### src/rtl/bist_pkg.sv
// Shared types for the logic-BIST session controller.
package bist_pkg;

  localparam int STATE_W = 3;

  typedef enum logic [STATE_W-1:0] {
    IDLE    = 3'd0,
    INIT    = 3'd1,
    RUN     = 3'd2,
    FLUSH   = 3'd3,
    COMPARE = 3'd4,
    DONE    = 3'd5
  } bist_state_e;

endpackage

### src/rtl/bist_pat_counter.sv
// Saturating pattern counter; last flags the increment that reaches MAX_CNT.
module bist_pat_counter #(
  parameter int CNT_W   = 16,
  parameter int MAX_CNT = 1000
) (
  input  logic             clk,
  input  logic             rst_n,
  input  logic             clr,
  input  logic             en,
  output logic [CNT_W-1:0] count,
  output logic             last
);

  localparam logic [CNT_W-1:0] MAX_V  = CNT_W'(MAX_CNT);
  localparam logic [CNT_W-1:0] LAST_V = CNT_W'(MAX_CNT - 1);

  always_ff @(posedge clk) begin
    if (!rst_n || clr) begin
      count <= '0;
    end else if (en && (count != MAX_V)) begin
      count <= count + CNT_W'(1);
    end
  end

  assign last = en && (count == LAST_V);

endmodule

### src/rtl/bist_controller.sv
// Logic-BIST session sequencer: drives TPG/ORA controls, counts patterns and
// checks the final MISR signature against the golden value.
module bist_controller
  import bist_pkg::*;
#(
  parameter int               N_PATTERNS = 1000,
  parameter int               CNT_W      = 16,
  parameter int               FLUSH_CYC  = 1,
  parameter int               SIG_W      = 7,
  parameter logic [SIG_W-1:0] GOLDEN_SIG = '0
) (
  input  logic             clk,
  input  logic             rst_n,
  input  logic             bist_start,
  input  logic             bist_abort,
  input  logic [SIG_W-1:0] sig_in,
  output logic             bist_mode,
  output logic             tpg_load,
  output logic             tpg_en,
  output logic             ora_clr,
  output logic             ora_en,
  output logic [CNT_W-1:0] pat_count,
  output logic             bist_busy,
  output logic             bist_done,
  output logic             bist_pass
);

  localparam logic [3:0] FLUSH_LOAD = 4'(FLUSH_CYC - 1);

  bist_state_e state_q, state_d;
  logic [3:0]  flush_q;
  logic        cnt_clr, cnt_en, cnt_last;

  always_comb begin
    state_d = state_q;
    if (bist_abort) begin
      state_d = IDLE;
    end else begin
      case (state_q)
        IDLE:    if (bist_start) state_d = INIT;
        INIT:    state_d = RUN;
        RUN:     if (cnt_last) state_d = FLUSH;
        FLUSH:   if (flush_q == 4'd0) state_d = COMPARE;
        COMPARE: state_d = DONE;
        DONE:    if (!bist_start) state_d = IDLE;
        default: state_d = IDLE;
      endcase
    end
  end

  always_ff @(posedge clk) begin
    if (!rst_n) state_q <= IDLE;
    else        state_q <= state_d;
  end

  // The flush counter is preloaded throughout RUN so it is ready on FLUSH entry.
  always_ff @(posedge clk) begin
    if (!rst_n) begin
      flush_q <= 4'd0;
    end else if (state_q == RUN) begin
      flush_q <= FLUSH_LOAD;
    end else if ((state_q == FLUSH) && (flush_q != 4'd0)) begin
      flush_q <= flush_q - 4'd1;
    end
  end

  // Count is zero while idle or initialising; abort therefore also clears it.
  assign cnt_clr = (state_d == IDLE) || (state_d == INIT);
  assign cnt_en  = (state_q == RUN);

  bist_pat_counter #(
    .CNT_W   (CNT_W),
    .MAX_CNT (N_PATTERNS)
  ) u_pat_counter (
    .clk   (clk),
    .rst_n (rst_n),
    .clr   (cnt_clr),
    .en    (cnt_en),
    .count (pat_count),
    .last  (cnt_last)
  );

  // Moore outputs registered from the next state.
  always_ff @(posedge clk) begin
    if (!rst_n) begin
      bist_mode <= 1'b0;
      tpg_load  <= 1'b0;
      tpg_en    <= 1'b0;
      ora_clr   <= 1'b0;
      ora_en    <= 1'b0;
      bist_busy <= 1'b0;
      bist_done <= 1'b0;
      bist_pass <= 1'b0;
    end else begin
      bist_mode <= state_d inside {INIT, RUN, FLUSH, COMPARE};
      tpg_load  <= (state_d == INIT);
      ora_clr   <= (state_d == INIT);
      tpg_en    <= (state_d == RUN);
      ora_en    <= (state_d == RUN) || (state_d == FLUSH);
      bist_busy <= state_d inside {INIT, RUN, FLUSH, COMPARE};
      bist_done <= (state_d == DONE);
      if (state_d != DONE) begin
        bist_pass <= 1'b0;
      end else if (state_q == COMPARE) begin
        bist_pass <= (sig_in == GOLDEN_SIG);
      end
    end
  end

endmodule

### config.mk
export PLATFORM = sky130hd
export DESIGN_NAME = bist_controller
export DESIGN_NICKNAME = d
export VERILOG_FILES = /design/src/rtl/bist_pkg.sv /design/src/rtl/bist_pat_counter.sv /design/src/rtl/bist_controller.sv
export SDC_FILE = /design/constraint.sdc
export NUM_CORES = 1
export LEC_CHECK = 0
export BUFFER_PORTS_ARGS = -buffer_cell sky130_fd_sc_hd__buf_2
export CAP_MARGIN = 25
export CORE_ASPECT_RATIO = 1.5
export CORE_MARGIN = 4
export CORE_UTILIZATION = 55
export DETAILED_ROUTE_END_ITERATION = 8
export GPL_TIMING_DRIVEN = 1
export PLACE_DENSITY = 0.92
export SLEW_MARGIN = 5
export SYNTH_ARGS = -nofsm -noshare
export SYNTH_HDL_FRONTEND = slang
export SYNTH_SLANG_ARGS = --single-unit
### constraint.sdc
create_clock -name clk -period 3.2 [get_ports clk]
set_input_delay 0.16 -clock clk [delete_from_list [all_inputs] [get_ports clk]]
set_output_delay 0.16 -clock clk [all_outputs]
set_load 0.02 [all_outputs]
==> impl_results.md, run 1 <==
- Num CTS Buffers: 5
- First-pass GRT wire length: around 5.5 mm
- Most frequent cells in the layout: buf_2, dfxtp_1, nor2_1
- Yosys warnings: 0
- # rows: 21
- Max Cap Viol: 0
- Design area: 0.00160 sq mm
- DRC: 0
- Worst slew pin tran: roughly 0.65 ns
- Port-buffer cells: 34
- RR Startpoint: state_q[1]
- Vias in the first global route: between 1000 and 1500
- R2r worst-path depth: 4
- Clock Pin Slew Worst Setup and Hold Paths: 0.09 ns
- Die area: approximately 0.0034 sq mm
- Crit path max fanout: 11
- Gp weighted congestion: 0.840
- Fin crit share: 61.5%
- Routed WL per cell: between 10 and 15 um
- Most common cell after layout, fill and taps aside: buf_2
- Cts repair resizes: 0
- Placed cell count: 210
- Top-level I/O count: 35
- Die Wd: 48.8 um
- Hold_sp: sig_in[3]
- Ys async rst share: 0%
- Final hold vios: 0
- Main synth FF type: dfxtp_1
- CP required: roughly 3.5 ns
- Max H-tree Level: 2
- Dpl hpwl: approximately 2.4 mm
- Final net count: roughly 210
- Routed WL: about 3.1 mm
- Critical Path Start Type: flop
- Post-route setup slack: 1.23 ns
- Max stage delay on crit path: 0.54 ns
- Drt pass-1 iters: 4
- Clk buf depth: 2
- Mean Syn Cell Area: about 8.6 sq um
- Post-synth EDFFs: 0
- Worst hold endpoint: bist_pass
- Worst vdd ir: a little over 0.3 mV
- CTS sink cnt: 29
- Final Core Density: 69.1%
- Crit-path cells: nor3b_2, nand4_1, or4_1, a21oi_1
- Final Skew: approximately 0.011 ns
- Worst setup EP type: flop
- Worst setup slack after placement: 1.28 ns
- Setup violations, final: 0
- Netlist cell types: 39
- Cts hold-fix bufs: 0
- Worst r2r dst: u_pat_counter.count[15]
- Sequential fraction of the synthesis area: a little over two fifths
- DIE HEIGHT: 69.1 um
- Final Max Slew Viols: 0
- Antenna Violating Nets Remaining: 0
- Initial antenna violation count: 0
- CTS tree: done
- Post-CTS Setup Inserts: 0
- Share of layout cells above drive strength 1: between 20% and 30%
- Hold path cells: 4
- Core Area: around 0.0023 sq mm
- Post-route insts no fill: approximately 220
- Area delta synth->final: 16.6%
- Leakage power: roughly 0.63 nW
- GR Overflow Total: 0
- Number of diodes: 0
- Initial core utilization: approximately three fifths
- Cell area after synthesis: 0.00137 sq mm
- RSZ-0062 raised after global routing: no
- Worst path slowest cell: or4_1
- Mapped Cells: 160
- GRT Overall Usage: about a fifth
- Vias: between 1000 and 1500
- Synthesized Nets: about 170
- Hold Path Class: input port to flop
- Outcome: finished, final reports clean
- Setup_tns: 0 ns
- Vias/cell: 5.93
- Worst setup path class: flop to flop
- R2R setup slack: 1.23 ns
- Worst-Skew Late Latency: 0.33 ns
- Pwr Density: around 400 mW/mm^2
- Iteration-0 DRC Markers: 30
- Crit path time final: about 2 ns
- Root Driver: clkbuf_4
- Worst slew margin: 56.7%
- Max Clock Freq: 508 MHz
- Largest net degree at the start of global routing: 15
- FF+latch count, synth: 29
- Area after DPL: 0.00153 sq mm
- Critical Path AT: roughly 2.2 ns
[sequential cells by signal (all words and copies together) (netlist names)]
register	cells
u_pat_counter.count	16
flush_q	4
state_q	3
bist_busy	1
bist_done	1
bist_pass	1
ora_clr	1
ora_en	1
tpg_en	1
[how the worst max path moves through the flow]
stage                           startpoint                       to  slack [ns]  depth (start not counted)
floorplan           u_pat_counter.count[1]  u_pat_counter.count[12]        1.54                          5
global placement                state_q[1]  u_pat_counter.count[13]        1.48                          4
detailed placement              state_q[1]  u_pat_counter.count[15]        1.28                          4
CTS                             state_q[1]  u_pat_counter.count[13]        1.24                          4
global route                    state_q[1]  u_pat_counter.count[13]        1.04                          4
finish                          state_q[1]  u_pat_counter.count[15]        1.23                          4
[power by group]
group | switching [W] | internal, W
clock network | 0.000122 | 0.000127
registers | 0.00000276 | 0.000363
logic | 0.0000166 | 0.0000115
[routing by layer]
metal	global-route usage, %	up-vias	wire [um]
met5	0	-	0
met4	13.5	0	107
met3	7.11	11	190
met2	34.9	36	1660
met1	19.4	610	1140
li1	-	636	-
[synth_stat cells, types with 3 or more instances]
library cell | n | area (sq um)
dfxtp_1 | 29 | 581
inv_1 | 9 | 33.8
nor3_1 | 5 | 25.0
a21oi_1 | 12 | 60.1
ha_1 | 3 | 37.5
xnor2_1 | 4 | 35.0
nand3_1 | 10 | 50.1
or3_1 | 6 | 37.5
nor2b_1 | 3 | 18.8
and3_1 | 3 | 18.8
nand2b_1 | 4 | 25.0
nor2_1 | 13 | 48.8
buf_4 | 3 | 22.5
xor2_1 | 5 | 43.8
or4_1 | 3 | 22.5
buf_2 | 3 | 15.0
nand2_1 | 8 | 30.0
nor4_1 | 3 | 18.8
nand4_1 | 5 | 31.3
o21ai_0 | 5 | 25.0
o31ai_1 | 3 | 22.5
[kinds of logic after synthesis]
kind of cell,synth area share [%]
XOR/XNOR,5.75
multiplexers,1.46
AND/OR/NAND/NOR,29.0
buffers and inverters,5.48
flip-flops,42.4
adder cells (fa/ha/maj),3.47
AO/OA/AOI/OAI,12.5
[stage by stage]
step / power, W / hold WS [ns]
CTS: 0.000650 / 0.135
finish: 0.000643 / 0.141
global route: 0.000667 / 0.152
floorplan: 0.000392 / 0.330
global placement: 0.000401 / 0.451
detailed placement: 0.000402 / 0.493
[critical path, delay by kind of cell (launching register included)]
family           cells  cell delay, ns
AO/OA/AOI/OAI        1            0.16
AND/OR/NAND/NOR      3            1.27
flip-flops           1            0.48
[final cells by class]
cell class	count	area [sq um]
Clock buffer	7	65.1
Tap cell	23	28.8
Inverter	9	33.8
Sequential cell	29	581
Multi-Input combinational cell	115	714
Fill cell	193	714
Clock inverter	1	5.00
Timing Repair Buffer	34	170
(Power assumes the default switching activity.)
==> run 2, diff against run 1 <==
--- a/config.mk
+++ b/config.mk
@@ -5,14 +5,15 @@
 export SDC_FILE = /design/constraint.sdc
 export NUM_CORES = 1
 export LEC_CHECK = 0
+export ABC_AREA = 1
 export BUFFER_PORTS_ARGS = -buffer_cell sky130_fd_sc_hd__buf_2
 export CAP_MARGIN = 25
 export CORE_ASPECT_RATIO = 1.5
 export CORE_MARGIN = 4
-export CORE_UTILIZATION = 55
+export CORE_UTILIZATION = 48
 export DETAILED_ROUTE_END_ITERATION = 8
 export GPL_TIMING_DRIVEN = 1
-export PLACE_DENSITY = 0.92
+export PLACE_DENSITY = 0.85
 export SLEW_MARGIN = 5
 export SYNTH_ARGS = -nofsm -noshare
 export SYNTH_HDL_FRONTEND = slang
==> constraint.sdc (replaced) <==
create_clock -name clk -period 1.6 [get_ports clk]
set_input_delay 0.08 -clock clk [delete_from_list [all_inputs] [get_ports clk]]
set_output_delay 0.08 -clock clk [all_outputs]
set_load 0.02 [all_outputs]
==> run 2 against run 1 <==
Die area rose by 30%. Sequential power rose by 100%. Synthesized cell count rose by 53%. Cell area rose by 24%. Synthesized area rose by 18%. Sequential share of layout area fell by 6.9 points. Critical path depth rose by 7. Clock power rose by 140%. Sequential cell count did not move. Largest cell class unchanged.
==> impl_results.md, run 2 <==
- Final net count: 300
- Max Clock Freq: 678 MHz
- Pwr Density: 705 mW/mm^2
- # rows: 25
- Synth area leaders: dfxtp_1, nand2_1, inv_1
- Critical Path Start Type: flop
- Drt pass-1 iters: 4
- Most frequent cells after synthesis: nand2_1, inv_1, nor2_1, dfxtp_1, nand3_1
- GR Overflow Total: 0
- Port-buffer cells: 34
- R2r worst-path depth: 11
- Top reg by flops: u_pat_counter.count
- Post-CTS Setup Inserts: 0
- RSZ-0062 raised after global routing: yes
- Clock Pin Slew Worst Setup and Hold Paths: 0.05 ns
- Die area: approximately 0.0044 sq mm
- Root Driver: clkbuf_8
- Count leader, synth: nand2_1
- Power Total: approximately 0.0014 W
- First-pass GRT wire length: approximately 6.3 mm
- Hold Path Class: input port to flop
- Setup violations, final: 0
- Critical Path AT: about 1.7 ns
- Initial core utilization: between 50 and 60%
- Crit path time final: between 1 and 1.5 ns
- Final hold vios: 0
- Post-synth EDFFs: 0
- Final Core Density: between 60% and 70%
- Core Area: between 0.003 and 0.004 sq mm
- Cell area after synthesis: approximately 0.0016 sq mm
- Worst-Skew Late Latency: approximately 0.28 ns
- Ys async rst share: 0%
- Dpl hpwl: 2.71 mm
- Max Cap Viol: 0
- Worst setup path class: flop to flop
- Cell taking the most area after synthesis: dfxtp_1
- Yosys warnings: 0
- Netlist cell types: 30
- Main synth FF type: dfxtp_1
- Worst vdd ir: between 0.7 and 0.8 mV
- Vias: ~1600
- FF+latch count, synth: 29
- Fin crit share: 92.2%
- Share of layout cells above drive strength 1: between 20% and 30%
- Antenna Violating Nets Remaining: 0
- Vias/cell: about 4.9
- Mapped Cells: ~240
- Worst setup EP type: flop
- Crit path max fanout: 19
- DRC: 0
- Num CTS Buffers: 5
- Gp weighted congestion: approximately 0.9
- Largest regs: u_pat_counter.count x16, flush_q x4, state_q x3
- Synthesized Nets: about 260
- Most common cell after layout, fill and taps aside: nand2_1
- Top-level I/O count: 35
- Vias in the first global route: 1541
- Mean Syn Cell Area: ~6.6 sq um
- Outcome: finished, final reports clean
- Hold path cells: 3
- DIE HEIGHT: roughly 79 um
- Max FFs per register: 16
- Routed WL per cell: 11.0 um
- Initial antenna violation count: 0
- Largest net degree at the start of global routing: 20
- Final Max Slew Viols: 0
- Leakage power: ~0.96 nW
- CP required: ~1.8 ns
- Final Skew: between 0.005 and 0.006 ns
- CTS tree: done
- Routed WL: approximately 3.6 mm
- GRT Overall Usage: around 18%
- CTS sink cnt: 29
- Most frequent cells in the layout: nand2_1, buf_2, inv_1
- Die Wd: roughly 55 um
- Number of diodes: 0
- Clk buf depth: 2
- Worst slew pin tran: 0.412 ns
- Worst slew margin: between 70% and 80%
- Area delta synth->final: 22.4%
- Sequential fraction of the synthesis area: 35.8%
- Synth top area share: 35.8%
- Max H-tree Level: 2
- R2R setup slack: 0.12 ns
- Iteration-0 DRC Markers: 46
[run 2: changes by cell type in the layout (fill, tap and decap cells not counted), moves of 5 or more]
| cell | change |
|---|---|
| or3_1 | -6 |
| nand3_1 | +10 |
| nand2_1 | +57 |
| inv_2 | +7 |
| clkbuf_4 | -5 |
| inv_1 | +23 |
| nor2_2 | +5 |
| nor2_1 | +16 |
[run 2: path summary, 6_finish.rpt]
check	from	endpoint
worst min register to register	flush_q[0]	flush_q[0]
worst max-delay path	u_pat_counter.count[1]	u_pat_counter.count[2]
worst max register to register	u_pat_counter.count[1]	u_pat_counter.count[2]
worst min-delay path	rst_n	bist_busy
[run 2: worst max-delay path, cell delays in order (launching register included)]
cell,delay [ns]
dfxtp_1,0.34
inv_1,0.09
ha_1,0.16
nand3_1,0.09
nor2_1,0.15
nand2_2,0.11
nand2_8,0.14
inv_8,0.08
nand2_1,0.06
nand2_1,0.05
nand3_1,0.08
inv_1,0.04
[run 2: kinds of logic after synthesis]
group / count (synthesis) / share of synthesized area (%)
simple gates: 141 / 38.6
buf+inv: 45 / 12.4
flops: 29 / 35.8
compound gates: 19 / 7.10
xor+xnor: 7 / 3.78
fa+ha+maj: 3 / 2.32
[run 2: final cells by class]
cell class              instances  area (sq um)
flip-flops and latches         29           583
well taps                      40          50.0
fillers                       323          1210
repair buffers                 38           200
clock buffers                   7          86.3
inverters                      41           164
multi-input cells             171           900
[run 2: per-layer routing]
metal / share of wire [%] / track usage, % / vias up
met3: 6.4 / 5.85 / 7
met2: 53 / 32.9 / 44
met5: 0 / 0 / -
met1: 38 / 17.6 / 705
met4: 2.1 / 9.25 / 0
li1: - / - / 846
[run 2: per-stage QoR]
step	hold WS, ns	setup WS (ns)	area [sq um]	cells	TNS (ns)
after floorplan	0.200	0.0924	1620	244	0
after global placement	0.340	0.0846	1830	318	0
after detailed placement	0.340	0.0296	1830	318	0
after CTS	0.0444	0.0239	1920	325	0
after global routing	0.0832	-0.00110	1980	326	-0.00110
final	0.0518	0.125	1980	326	0
[run 2: power by group]
part,switching (W),internal [W],total (W)
clock network,0.000249,0.000340,0.000589
registers,0.00000340,0.000728,0.000731
logic,0.0000499,0.0000271,0.0000770
total,0.000303,0.00109,0.00140
[run 2: timing repair]
action / in CTS / in global routing
hold buffers: 0 / 0
resized for setup: 0 / 16
endpoints found under the setup margin: 0 / 18
==> run 3, diff against run 2 <==
--- a/config.mk
+++ b/config.mk
@@ -10,11 +10,12 @@
 export CAP_MARGIN = 25
 export CORE_ASPECT_RATIO = 1.5
 export CORE_MARGIN = 4
-export CORE_UTILIZATION = 48
+export CORE_UTILIZATION = 49
 export DETAILED_ROUTE_END_ITERATION = 8
 export GPL_TIMING_DRIVEN = 1
 export PLACE_DENSITY = 0.85
 export SLEW_MARGIN = 5
 export SYNTH_ARGS = -nofsm -noshare
 export SYNTH_HDL_FRONTEND = slang
+export SYNTH_HIERARCHICAL = 1
 export SYNTH_SLANG_ARGS = --single-unit
==> constraint.sdc (replaced) <==
create_clock -name clk -period 1.6 [get_ports clk]
set_input_delay 0.32 -clock clk [delete_from_list [all_inputs] [get_ports clk]]
set_output_delay 0.32 -clock clk [all_outputs]
set_load 0.02 [all_outputs]
==> run 3 against run 2 <==
First-iteration DRC count increased by 110%. Core utilization is 4.5 points higher. Sequential cell count stayed put. Worst hold slack better by 0.17 ns. Power is 1.9% higher. Synthesized area up 7.3%. Critical endpoint is now u_pat_counter/count[13]. Clock power grew 2%. Non-clock buffer count rose by 20. Worst setup slack worse by 0.052 ns. Sequential power hardly changed. Fmax shrank 3.4%. Critical path depth unchanged.
==> impl_results.md, run 3 <==
- Hold Path Class: input port to flop
- Setup violations, final: 0
- Worst setup slack after placement: -0.0591 ns
- Iteration-0 DRC Markers: 96
- Levels on crit path: 11
- Cell taking the most area after synthesis: dfxtp_1
- Sequential fraction of the synthesis area: 33.4%
- Cell area after synthesis: roughly 0.0017 sq mm
- Num CTS Buffers: 5
- Dpl hpwl: between 3 and 4 mm
- Final Max Slew Viols: 0
- CP endpoint: u_pat_counter/count[13]
- Sw Ratio: 22.5%
- Area delta synth->final: 30.9%
- Max Cap Viol: 0
- WHS: between 0.2 and 0.25 ns
- Max FFs per register: 16
- Synthesized Nets: about 290
- Final Core Density: approximately two thirds
- DRC: 0
- Pwr Density: approximately 630 mW/mm^2
- RR Startpoint: flush_q[1]
- Critical Path Start Type: flop
- Vias in the first global route: 1835
- Crit-path cells: inv_2, ha_4, nand3_4, o22ai_2, nand2_1, inv_2, nor2_4, nor2_4, inv_2, clkbuf_16, a21oi_1
- Sequential share of power: between 50% and 60%
- Critical Path AT: around 1.7 ns
- Synth area leaders: dfxtp_1, nand2_1, nor2_1
- Main synth FF type: dfxtp_1
- Count leader, synth: nand2_1
- Most frequent cells after synthesis: nand2_1, nor2_1, inv_1, dfxtp_1, nand3_1
- Final net count: 347
- Worst slew pin tran: ~0.28 ns
- Top-level I/O count: 35
- Mean Syn Cell Area: ~6.3 sq um
- CTS tree: done
- Netlist cell types: 31
- Delay-heaviest family, CP: buffers and inverters
- Core Area: about 0.0034 sq mm
- Outcome: finished, final reports clean
- FF+latch count, synth: 29
- Port-buffer cells: 34
- Number of diodes: 0
- Setup_tns: 0 ns
- Max stage delay on crit path: about 0.32 ns
- Most common cell after layout, fill and taps aside: nand2_1
- Yosys warnings: 6
- Worst slew margin: 81.1%
- Largest regs: u_pat_counter/count x16, flush_q x4, state_q x3
- Synth top area share: 33.4%
- Mapped Cells: between 200 and 300
- Clk buf depth: 2
- Final hold vios: 0
- Share of layout cells above drive strength 1: 29.7%
- Gp weighted congestion: just over 0.9
- Worst r2r dst: u_pat_counter/count[13]
- Root Driver: clkbuf_8
- Initial core utilization: 50.9%
- Antenna Violating Nets Remaining: 0
- Leakage power: about 1.0 nW
- Post-synth EDFFs: 0
- Fin crit share: a little over nine tenths
- Initial antenna violation count: 0
- Clock Pin Slew Worst Setup and Hold Paths: around 0.06 ns
- Crit path time final: ~1.5 ns
- Vias: 1906
- R2R setup slack: between 0.07 and 0.08 ns
- Die area: roughly 0.0046 sq mm
- Post-route setup slack: about 0.073 ns
- R2r worst-path depth: 11
- Routed WL per cell: 12.1 um
- Ys async rst share: 0%
- Vias/cell: around 5.1
- Clock Power Share: a little over two fifths
- CP required: 1.81 ns
- Final Skew: a little under 0.006 ns
- Logic pwr share: between 6 and 7%
- CP dominant cell by count: inv_2
- Max Clock Freq: 655 MHz
- Worst setup path class: flop to flop
- GR Overflow Total: 0
- Worst vdd ir: 0.736 mV
- Worst path slowest cell: dfxtp_2
- Largest net degree at the start of global routing: 17
- Top reg by flops: u_pat_counter/count
- Critical Path Start: flush_q[1]
- CTS sink cnt: 29
- # rows: 26
- Max H-tree Level: 2
- GRT Overall Usage: a little over 20%
- Worst setup EP type: flop
- Sw power: about 0.00032 W
- DIE HEIGHT: just over 80 um
- Crit path max fanout: 6
- Routed WL: 4.52 mm
- RSZ-0062 raised after global routing: yes
- Die Wd: ~57 um
- P_int: 0.00110 W
- CP bufs+invs: 4
- First-pass GRT wire length: around 7.5 mm
- Drt pass-1 iters: 4
- Power Total: roughly 0.0014 W
- Worst-Skew Late Latency: between 0.2 and 0.3 ns
- Most frequent cells in the layout: nand2_1, nor2_1, buf_2
## run 3: changes by cell type after synthesis, sizes merged, moves of 3 or more
| cell | change |
|---|---|
| nor2 | +16 |
| nand2 | +9 |
| a21oi | +6 |
| nand4 | +5 |
| inv | -4 |
| nor3 | -4 |
| clkbuf | +3 |
| clkinv | +3 |
| nand3 | +3 |
## run 3: power by group through the flow
stage               combinational, W  sequential, W  clock (W)
finish                     0.0000947       0.000729   0.000600
global route                0.000106       0.000729   0.000647
CTS                        0.0000877       0.000731   0.000612
detailed placement         0.0000869       0.000747          0
global placement           0.0000848       0.000746          0
floorplan                  0.0000534       0.000751          0
## run 3: final cells by class
type | count | area (sq um)
fill | 309 | 1140
multi-input combinational | 199 | 1010
sequential | 29 | 587
timing repair buffer | 58 | 384
inverter | 40 | 156
clock buffer | 7 | 86.3
tap | 42 | 52.6
## run 3: cell families (layout without fill, tap and decap cells)
kind of cell	count (synthesis)	after routing	share of synthesized area, %
simple gates	168	168	42.6
buf+inv	49	105	12.0
flops	29	29	33.4
compound gates	23	23	7.34
xor+xnor	5	5	2.52
fa+ha+maj	3	3	2.16
## run 3: worst min-delay path by stage
| stage | startpoint | endpoint | depth (start not counted) |
|---|---|---|---|
| 6_report | bist_abort | tpg_en | 2 |
| 5_1_grt | bist_abort | tpg_en | 2 |
| 4_1_cts | bist_abort | tpg_en | 2 |
| 3_5_place_dp | flush_q[0] | flush_q[0] | 2 |
| 3_3_place_gp | flush_q[0] | flush_q[0] | 2 |
| 2_1_floorplan | bist_abort | tpg_en | 1 |
## run 3: timing repair
item                                    CTS  global route
endpoints found under the setup margin   13            17
pin swaps                                 2             5
buffers inserted                          0             1
cloned                                    0             1
resized for setup                         2            21
hold buffers                              0             0
## run 3: metrics by stage
| step | std cells | instance area (sq um) |
|---|---|---|
| floorplan | 277 | 1770 |
| finish | 375 | 2280 |
| CTS | 373 | 2190 |
| global placement | 366 | 2090 |
| detailed placement | 366 | 2090 |
| global route | 375 | 2280 |
## run 3: metal layers
metal | share of wire [%] | up-vias | global-route usage, %
met5 | 0 | - | 0
met4 | 3.6 | 0 | 12.4
met3 | 4.6 | 16 | 4.29
met2 | 54 | 54 | 39.0
met1 | 38 | 862 | 20.2
li1 | - | 974 | -
